[config.mk]
export PLATFORM = sky130hd
export DESIGN_NAME = alimentador_instrucoes_flat
export DESIGN_NICKNAME = d
export VERILOG_FILES = /design/src/rtl/alimentador_instrucoes_pkg.sv /design/src/rtl/alimentador_instrucoes_if.sv /design/src/rtl/alimentador_instrucoes_memoria.sv /design/src/rtl/alimentador_instrucoes.sv /design/src/flat_wrapper.sv
export SDC_FILE = /design/constraint.sdc
export NUM_CORES = 1
export LEC_CHECK = 0
export ABC_AREA = 1
export BUFFER_PORTS_ARGS = -buffer_cell sky130_fd_sc_hd__buf_2
export CAP_MARGIN = 20
export CORE_MARGIN = 1
export CORE_UTILIZATION = 51
export DETAILED_ROUTE_END_ITERATION = 8
export PLACE_DENSITY = 0.68
export SLEW_MARGIN = 5
export SYNTH_ARGS = -nofsm -noshare
export SYNTH_HDL_FRONTEND = slang
export SYNTH_HIERARCHICAL = 1
export SYNTH_SLANG_ARGS = --single-unit
[constraint.sdc]
create_clock -name Clock -period 3.2 [get_ports Clock]
set_clock_uncertainty 0.1 [all_clocks]
set_input_delay 0.16 -clock Clock [delete_from_list [all_inputs] [get_ports Clock]]
set_output_delay 0.16 -clock Clock [all_outputs]
set_load 0.01 [all_outputs]
[src/rtl/alimentador_instrucoes_pkg.sv]
// Shared constants for the instruction feeder: processor opcodes and feeder FSM states.
package alimentador_instrucoes_pkg;

    localparam int unsigned DATA_W  = 16;
    localparam int unsigned RET_W   = 8;
    localparam int unsigned OPC_LSB = 6;

    typedef enum logic [2:0] {
        MV  = 3'b000,
        MVI = 3'b001,
        ADD = 3'b010,
        SUB = 3'b011
    } opcode_t;

    typedef enum logic [1:0] {
        IDLE  = 2'd0,
        FETCH = 2'd1,
        EXEC  = 2'd2,
        HALT  = 2'd3
    } estado_t;

    // Opcode field of an instruction word lives in bits [8:6].
    function automatic opcode_t opcode_of(input logic [DATA_W-1:0] w);
        return opcode_t'(w[OPC_LSB+2:OPC_LSB]);
    endfunction

endpackage

[src/rtl/alimentador_instrucoes_if.sv]
// Control, program-load and processor-facing signals of the instruction feeder.
interface alimentador_instrucoes_if #(
    parameter int unsigned AW = 4
);
    import alimentador_instrucoes_pkg::*;

    logic                Start;
    logic [AW:0]         ProgLen;
    logic                WrEn;
    logic [AW-1:0]       WrAddr;
    logic [DATA_W-1:0]   WrData;
    logic                Done;
    logic [DATA_W-1:0]   DIN;
    logic                Run;
    logic                Busy;
    logic                Halted;
    logic [RET_W-1:0]    Retired;

    modport master (
        output Start, ProgLen, WrEn, WrAddr, WrData, Done,
        input  DIN, Run, Busy, Halted, Retired
    );

    modport slave (
        input  Start, ProgLen, WrEn, WrAddr, WrData, Done,
        output DIN, Run, Busy, Halted, Retired
    );

endinterface

[src/rtl/alimentador_instrucoes_memoria.sv]
// memoria_programa: DEPTH x 16 program store, synchronous write, asynchronous read, no reset.
module memoria_programa
    import alimentador_instrucoes_pkg::*;
#(
    parameter int unsigned DEPTH = 16,
    parameter int unsigned AW    = 4
) (
    input  logic              Clock,
    input  logic              wr_en,
    input  logic [AW-1:0]     wr_addr,
    input  logic [DATA_W-1:0] wr_data,
    input  logic [AW-1:0]     rd_addr,
    output logic [DATA_W-1:0] rd_data_c
);

    logic [DATA_W-1:0] mem [DEPTH];

    always_ff @(posedge Clock) begin
        if (wr_en) mem[wr_addr] <= wr_data;
    end

    assign rd_data_c = mem[rd_addr];

endmodule

[src/rtl/alimentador_instrucoes.sv]
// Feeds program words to processador_multiciclo one instruction at a time.
// ALIMENTADOR_LOOP_EN: restart at address 0 at end of program instead of halting.
module alimentador_instrucoes
    import alimentador_instrucoes_pkg::*;
#(
    parameter int unsigned DEPTH = 16,
    parameter int unsigned AW    = 4
) (
    input  logic                    Clock,
    input  logic                    Reset,
    alimentador_instrucoes_if.slave bus
);

    localparam int unsigned PW = AW + 1;

    estado_t           estado;
    logic [PW-1:0]     ptr;
    logic [PW-1:0]     len;
    logic [PW-1:0]     ptr_inc;
    logic [PW-1:0]     ptr_nx;
    logic              mvi_last;
    logic              din_zero_nx;
    logic              fim;
    logic              wr_ok;
    logic [DATA_W-1:0] rd_data;

    assign ptr_inc = ptr + PW'(1);
    assign fim     = (ptr_inc >= len);
    assign wr_ok   = bus.WrEn && !Reset && (estado == IDLE || estado == HALT);

    memoria_programa #(
        .DEPTH (DEPTH),
        .AW    (AW)
    ) u_mem (
        .Clock     (Clock),
        .wr_en     (wr_ok),
        .wr_addr   (bus.WrAddr),
        .wr_data   (bus.WrData),
        .rd_addr   (ptr_nx[AW-1:0]),
        .rd_data_c (rd_data)
    );

    // Pointer for the coming cycle; DIN is registered from mem at that address.
    always_comb begin
        ptr_nx      = ptr;
        din_zero_nx = 1'b1;
        case (estado)
            IDLE, HALT: begin
                if (bus.Start) begin
                    ptr_nx      = '0;
                    din_zero_nx = (bus.ProgLen == '0);
                end
            end
            FETCH: begin
                din_zero_nx = 1'b0;
                if (opcode_of(bus.DIN) == MVI) begin
                    if (!fim) ptr_nx = ptr_inc;
                    else      din_zero_nx = 1'b1;
                end
            end
            EXEC: begin
                din_zero_nx = mvi_last;
                if (bus.Done) begin
                    ptr_nx      = ptr_inc;
                    din_zero_nx = 1'b0;
                    if (fim) begin
`ifdef ALIMENTADOR_LOOP_EN
                        ptr_nx      = '0;
`else
                        din_zero_nx = 1'b1;
`endif
                    end
                end
            end
            default: ;
        endcase
    end

    always_ff @(posedge Clock) begin
        if (Reset) begin
            estado      <= IDLE;
            ptr         <= '0;
            len         <= '0;
            mvi_last    <= 1'b0;
            bus.DIN     <= '0;
            bus.Run     <= 1'b0;
            bus.Busy    <= 1'b0;
            bus.Halted  <= 1'b0;
            bus.Retired <= '0;
        end else begin
            ptr     <= ptr_nx;
            bus.DIN <= din_zero_nx ? '0 : rd_data;
            case (estado)
                IDLE, HALT: begin
                    if (bus.Start) begin
                        len         <= bus.ProgLen;
                        mvi_last    <= 1'b0;
                        bus.Retired <= '0;
                        if (bus.ProgLen == '0) begin
                            estado     <= HALT;
                            bus.Run    <= 1'b0;
                            bus.Busy   <= 1'b0;
                            bus.Halted <= 1'b1;
                        end else begin
                            estado     <= FETCH;
                            bus.Run    <= 1'b1;
                            bus.Busy   <= 1'b1;
                            bus.Halted <= 1'b0;
                        end
                    end
                end
                FETCH: begin
                    estado   <= EXEC;
                    mvi_last <= (opcode_of(bus.DIN) == MVI) && fim;
                end
                EXEC: begin
                    if (bus.Done) begin
                        mvi_last <= 1'b0;
                        if (bus.Retired != {RET_W{1'b1}})
                            bus.Retired <= bus.Retired + RET_W'(1);
                        if (!fim) begin
                            estado <= FETCH;
                        end else begin
`ifdef ALIMENTADOR_LOOP_EN
                            estado <= FETCH;
`else
                            estado     <= HALT;
                            bus.Run    <= 1'b0;
                            bus.Busy   <= 1'b0;
                            bus.Halted <= 1'b1;
`endif
                        end
                    end
                end
                default: ;
            endcase
        end
    end

endmodule
[src/flat_wrapper.sv]
// flat-port wrapper written by rule: the top's interface ports become plain ports
module alimentador_instrucoes_flat import alimentador_instrucoes_pkg::*;
#(
    parameter int unsigned DEPTH = 16,
    parameter int unsigned AW    = 4
)
  (Clock, Reset, bus_Start, bus_ProgLen, bus_WrEn, bus_WrAddr, bus_WrData, bus_Done, bus_DIN, bus_Run, bus_Busy, bus_Halted, bus_Retired);
  alimentador_instrucoes_if #(.AW(AW)) bus_i ();
  input  logic Clock;
  input  logic Reset;
  input wire logic [$bits(bus_i.Start)-1:0] bus_Start;
  input wire logic [$bits(bus_i.ProgLen)-1:0] bus_ProgLen;
  input wire logic [$bits(bus_i.WrEn)-1:0] bus_WrEn;
  input wire logic [$bits(bus_i.WrAddr)-1:0] bus_WrAddr;
  input wire logic [$bits(bus_i.WrData)-1:0] bus_WrData;
  input wire logic [$bits(bus_i.Done)-1:0] bus_Done;
  output wire logic [$bits(bus_i.DIN)-1:0] bus_DIN;
  output wire logic [$bits(bus_i.Run)-1:0] bus_Run;
  output wire logic [$bits(bus_i.Busy)-1:0] bus_Busy;
  output wire logic [$bits(bus_i.Halted)-1:0] bus_Halted;
  output wire logic [$bits(bus_i.Retired)-1:0] bus_Retired;
  assign bus_i.Start = bus_Start;
  assign bus_i.ProgLen = bus_ProgLen;
  assign bus_i.WrEn = bus_WrEn;
  assign bus_i.WrAddr = bus_WrAddr;
  assign bus_i.WrData = bus_WrData;
  assign bus_i.Done = bus_Done;
  assign bus_DIN = bus_i.DIN;
  assign bus_Run = bus_i.Run;
  assign bus_Busy = bus_i.Busy;
  assign bus_Halted = bus_i.Halted;
  assign bus_Retired = bus_i.Retired;
  alimentador_instrucoes #(.DEPTH(DEPTH), .AW(AW)) u_core (.Clock(Clock), .Reset(Reset), .bus(bus_i));
endmodule
* Word level (Yosys, flattened, before mapping)
Memories as Yosys holds them, arrays and structs flattened. A register that Yosys moved wholly into a read port is not among the register bits. Cells that the tools add are included.
Cells by class: add/subtract/negate cells 2, order comparisons 1, equal/unequal tests 11, mux-type cells 34, reductions and logical operators 15
Operators by type and width (count):
- $mux 8 | 3
- $mux 5 | 4
- $mux 1 | 16
- $pmux 8 s2 | 1
- $pmux 5 s3 | 1
- $reduce_and 4->1 | 3
- $add 8x1->8 const B | 1
- $mux 2 | 4
- $ne 8x8->1 const B | 1
- $ne 2x1->1 const B | 3
- $ne 2x2->1 const B | 3
- $pmux 1 s3 | 2
- $pmux 2 s3 | 1
- $add 5x1->5 const B | 1
- $ge 5x5->1 | 1
- $logic_not 5->1 | 1
- $eq 2x2->1 const B | 2
- $pmux 1 s2 | 2
- $reduce_and 2->1 | 2
- $reduce_or 2->1 | 2
- $eq 3x1->1 const B | 1
- $logic_and 1x1->1 | 3
- $eq 2x1->1 const B | 1
- $logic_not 2->1 | 1
- 3 further kinds | 3
Word-level totals: register bits 23, bits in writable memories 256, memories 1
Memories:
- u_core.u_mem.mem | words 16, width 16, read ports 1, clocked after memory_dff 1, write ports 1, RTL line alimentador_instrucoes_memoria.sv:16 | logic [DATA_W-1:0] mem [DEPTH];

* Depth between registers and ports, before layout
depth after elaboration 6, mapped depth 24

* Modules after synthesis
The synthesis kept the hierarchy.
By module, submodules not included:
- memoria_programa | instances 1, cells each 1058, area each 11060.6 µm²
- alimentador_instrucoes | instances 1, cells each 265, area each 1898.1 µm²

* Least setup slack after synthesis
OpenSTA, ideal clock, no wires.
path kind register -> register, start register u_core.ptr[0], end register u_core.bus.DIN[9], read port of u_core.u_mem.mem, library setup time 0.112 ns, arrival time 2.668 ns, data required time 2.988 ns, slack 0.320 ns, cell stages (with the launch flop) 23, buffers on the path 2, period minus slack after synthesis 2.880 ns, cells stage by stage dfxtp_1 > ha_1 > nand3_1 > xnor2_1 > ha_1 > a21oi_1 > nand3_1 > nor2_1 > nand2_1 > nand3_1 > nand3_1 > nand2_1 > inv_2 > buf_6 > buf_2 > nand2_1 > nand2_1 > nand2_1 > nand3_1 > nand3_1 > nand2_1 > inv_1 > nor2_1
RTL lines:
- from (decl) | RTL line alimentador_instrucoes.sv:17 | logic [PW-1:0] ptr;
- from (signal assigned) | RTL line alimentador_instrucoes.sv:91 | ptr <= ptr_nx;
- $add 5x1->5 | RTL line alimentador_instrucoes.sv:27 | assign ptr_inc = ptr + PW'(1);
- $ge 5x5->1 | RTL line alimentador_instrucoes.sv:28 | assign fim = (ptr_inc >= len);
- $mux 5 | RTL line alimentador_instrucoes.sv:57 | if (!fim) ptr_nx = ptr_inc;
- $mux 5 | RTL line alimentador_instrucoes.sv:56 | if (opcode_of(bus.DIN) == MVI) begin
- $pmux 5 s3 * | RTL line alimentador_instrucoes.sv:47 | case (estado)
- named net u_core.ptr_nx[0] | RTL line alimentador_instrucoes.sv:20 | logic [PW-1:0] ptr_nx;
- to (decl) | RTL line alimentador_instrucoes_if.sv:26 | output DIN, Run, Busy, Halted, Retired
Mark *: on every way through the listed nets, which the timed path passes. The rest lies on a longest branch. The select of a mux whose other input is x is not followed. A chain may end at the register's enable or synchronous reset.

* Worst setup path in the final report
start register u_core.ptr[1], end register u_core.bus.DIN[12], read port of u_core.u_mem.mem
The elaborated chain is that of the path after synthesis.

==> impl_metrics.json <==
{
  "die_area_um2": 26100,
  "drcViolationCount": 0,
  "cp-end-kind": "flip-flop",
  "yosysUniqueCellTypes": 33,
  "postRouteAntennaNets": 0,
  "numCtsBuffers": 31,
  "worstPathArrival_ns": 3.55,
  "critical_path_class": "reg -> reg",
  "multi_input_area_um2": 3600,
  "synth_cells": 1323,
  "htreeDepth": 1,
  "wirelength_mm": 34.6,
  "period_share_pct": 101,
  "synth_simple_gate_area_share_pct": 22.3,
  "p_per_area_nw_per_um2": 689,
  "synthTopCellsByArea": "edfxtp_1 (59%), nand2_1 (11%), nand3_1 (8.2%)",
  "clk_latency_ns": 0.56,
  "path_buf_inv": 5,
  "synth_top_family_by_area": "simple AND/OR/NAND/NOR gates",
  "viasPerCell": 5.33,
  "firstDrtPassIters": 7,
  "syn_avg_cell_area_um2": 9.79,
  "slowest_delay_ns": 0.37,
  "io_buffers": 56,
  "ys_warn_count": 6,
  "rows": 57,
  "dieWidth_um": 161,
  "setup_viol": 3,
  "min_path_type": "in -> reg",
  "violations": "negative setup slack",
  "synthAdderAreaFrac_pct": 0.966,
  "drv_cap": 0,
  "hold_viol": 0,
  "ioPinCount": 57,
  "synthesis.area_um2": 13000,
  "intPower_mw": 7.78,
  "layout_common_cells": "nand2_1 (379), edfxtp_1 (256), inv_1 (236), nand3_1 (168), buf_2 (56)",
  "clkSlewWorstSetupHoldPaths_ns": 0.06,
  "post-route-util_pct": 65.5,
  "r2r_end": "u_core/bus.DIN[12]",
  "critical_path.top_delay_family": "simple AND/OR/NAND/NOR gates",
  "critPathSlowestCell": "dfxtp_2",
  "p_sw_share_pct": 29.9,
  "synthMuxAreaShare_pct": 0,
  "worst_ep_required_time_ns": 3.53,
  "total_power_mw": 11.1,
  "synthXorXnorAreaFrac_pct": 0.270,
  "numClockSinks": 295,
  "grt_pass1_wl_mm": 49.4,
  "crit_fanout": 8,
  "tns_ns": -0.0273,
  "p_clk_share_pct": 34.5,
  "relSlewSlack_pct": 63.0,
  "period_needed_ns": 3.22,
  "core_um2": 24600,
  "overflow": 0,
  "synth_top_area_share_pct": 59.3,
  "antenna_found_initial": 1,
  "globalplace.congestion": 0.904,
  "power.switching_mw": 3.32,
  "drive_above_1_share_pct": 19.5,
  "synth_top_area_cell": "edfxtp_1",
  "grt_usage_pct": 25.0,
  "synth-compound-area-share_pct": 1.47,
  "vias": 9674,
  "seqPwrFrac_pct": 40.2,
  "yosysSeqAreaShare_pct": 65.3,
  "cts_buffer_depth": 3,
  "worstHoldStart": "bus_WrAddr[1]",
  "slew_violations": 0,
  "grt_max_degree": 68,
  "pwr-share-comb_pct": 25.3,
  "cpMostUsedCell": "nand3_1",
  "fin_ws_ns": -0.0173,
  "wl_per_cell_um": 19.0,
  "fillCellCount": 1891,
  "busiest_layer": "met2",
  "grt_use_met1_pct": 32.8,
  "p_leak_nw": 7.06,
  "cts-root-buf": "clkbuf_16",
  "syn_nets": 1363,
  "rr_worst_depth": 23,
  "stdcell_count": 1816,
  "dieHeight_um": 161,
  "cts_tree": "done",
  "hold_depth": 3,
  "dp_slack_ns": -0.0400,
  "first_global_vias": 9069,
  "max_freq_mhz": 311,
  "r2r_start": "u_core/ptr[1]",
  "dpl.cell_count": 1705,
  "gr-usage-met2_pct": 42.4,
  "layout_commonest_cell": "nand2_1",
  "grtUsageMet3_pct": 3.54,
  "drtIter0Drc": 1064,
  "rsz0062_at_grt": "true",
  "status": "complete, but fails checks",
  "tightest_slew_ns": 0.554,
  "holdPathEnd": "u_core/u_mem/mem[14][2]",
  "worstPathCellList": "ha_4 -> nand3_4 -> xnor2_2 -> ha_1 -> nand2_1 -> nor2_1 -> nand2_1 -> nand3_2 -> nor2_4 -> buf_6 -> nand3_1 -> nand3_1 -> nand2_2 -> nand2_4 -> inv_8 -> buf_12 -> buf_8 -> nand3_1 -> nand3_1 -> nand3_1 -> nand2_1 -> inv_1 -> nor2_1",
  "cp-start-kind": "flip-flop",
  "ys_ff_latch": 295,
  "ff_latch_area_um2": 8470,
  "ir_drop_uv": 473,
  "place_hpwl_mm": 18.8,
  "start_util_pct": 52.7,
  "nNetsFinal": 1507,
  "r2r_slack_ns": -0.02,
  "area_delta_synth_final_pct": 24.4
}
==> what timing repair did <==
| item | 4_1_cts | 5_1_grt |
|---|---|---|
| resized for setup | 7 | 97 |
| gates cloned | 3 | 11 |
| endpoints found under the hold margin | 271 | 0 |
| pin swaps | 1 | 50 |
| endpoints found under the setup margin | 5 | 16 |
| hold buffers | 30 | 0 |
| setup buffers | 4 | 6 |
==> metrics by stage <==
stage	hold WS [ns]	area (um^2)
2_1_floorplan	0.159	13000
3_3_place_gp	0.335	13900
3_5_place_dp	0.342	13900
4_1_cts	0.0708	15500
5_1_grt	0.0941	16100
6_report	0.0851	16100
==> registers in the layout, summed over array words and instances, names as in the netlist <==
register / count
u_core/bus.Busy: 1
u_core/bus.DIN: 16
u_core/bus.Halted: 1
u_core/bus.Retired: 8
u_core/estado: 2
u_core/len: 5
u_core/mvi_last: 1
u_core/ptr: 5
u_core/u_mem/mem: 256
==> power by group through the flow <==
stage / registers, mW / clock network (mW) / logic, mW
6_report: 4.46 / 3.83 / 2.81
5_1_grt: 4.47 / 4.01 / 3.05
4_1_cts: 4.45 / 3.87 / 2.34
3_5_place_dp: 4.53 / 0 / 2.17
3_3_place_gp: 4.53 / 0 / 2.14
2_1_floorplan: 4.53 / 0 / 1.48
==> worst min-delay path: cells and delay by family <==
kind | cells | cell delay, ns
buf+inv | 1 | 0.11
simple gates | 2 | 0.28
==> routing by layer <==
layer | share of wire, % | wire (um)
met5 | 0.038 | 13
met4 | 3.6 | 1250
met3 | 8.3 | 2870
met2 | 48 | 16500
met1 | 40 | 14000
==> worst max path at each step <==
stage / startpoint / to / slack [ns] / depth (start not counted)
2_1_floorplan: u_core/ptr[0] / u_core/bus.DIN[9] / 0.32 / 22
3_3_place_gp: u_core/ptr[0] / u_core/bus.DIN[6] / 0.06 / 19
3_5_place_dp: u_core/ptr[1] / u_core/bus.DIN[6] / -0.04 / 19
4_1_cts: u_core/ptr[1] / u_core/bus.DIN[6] / -0.03 / 21
5_1_grt: u_core/ptr[1] / u_core/bus.DIN[7] / -0.18 / 22
6_report: u_core/ptr[1] / u_core/bus.DIN[12] / -0.02 / 23
==> synth_stat cells (all sizes together) <==
master and instances:
a21oi 23, a22oi 1, buf 43, clkbuf 12, dfxtp 39, edfxtp 256
ha 10, inv 244, nand2 398, nand3 212, nand3b 3, nand4 5
nor2 49, nor3 8, nor3b 1, o21ai 12, or2 3, xnor2 2
xor2 2
==> logic make-up after synthesis <==
logic type	count (synthesis)
xor gates and xnor gates	4
adders and majority gates	10
DFF	295
buffers and inverters	299
and+or+nand+nor	679
AOI/OAI and AO/OA	36
==> final cells by class <==
type / instances / share of cell area (%)
clock inverters: 24 / 1.84
multi-input cells: 729 / 22.4
well taps: 324 / 2.51
clock buffers: 33 / 4.92
diodes: 1 / 0.0155
repair buffers: 166 / 10.0
inverters: 244 / 5.79
flip-flops and latches: 295 / 52.6
Power figures use the tool's default switching activity.
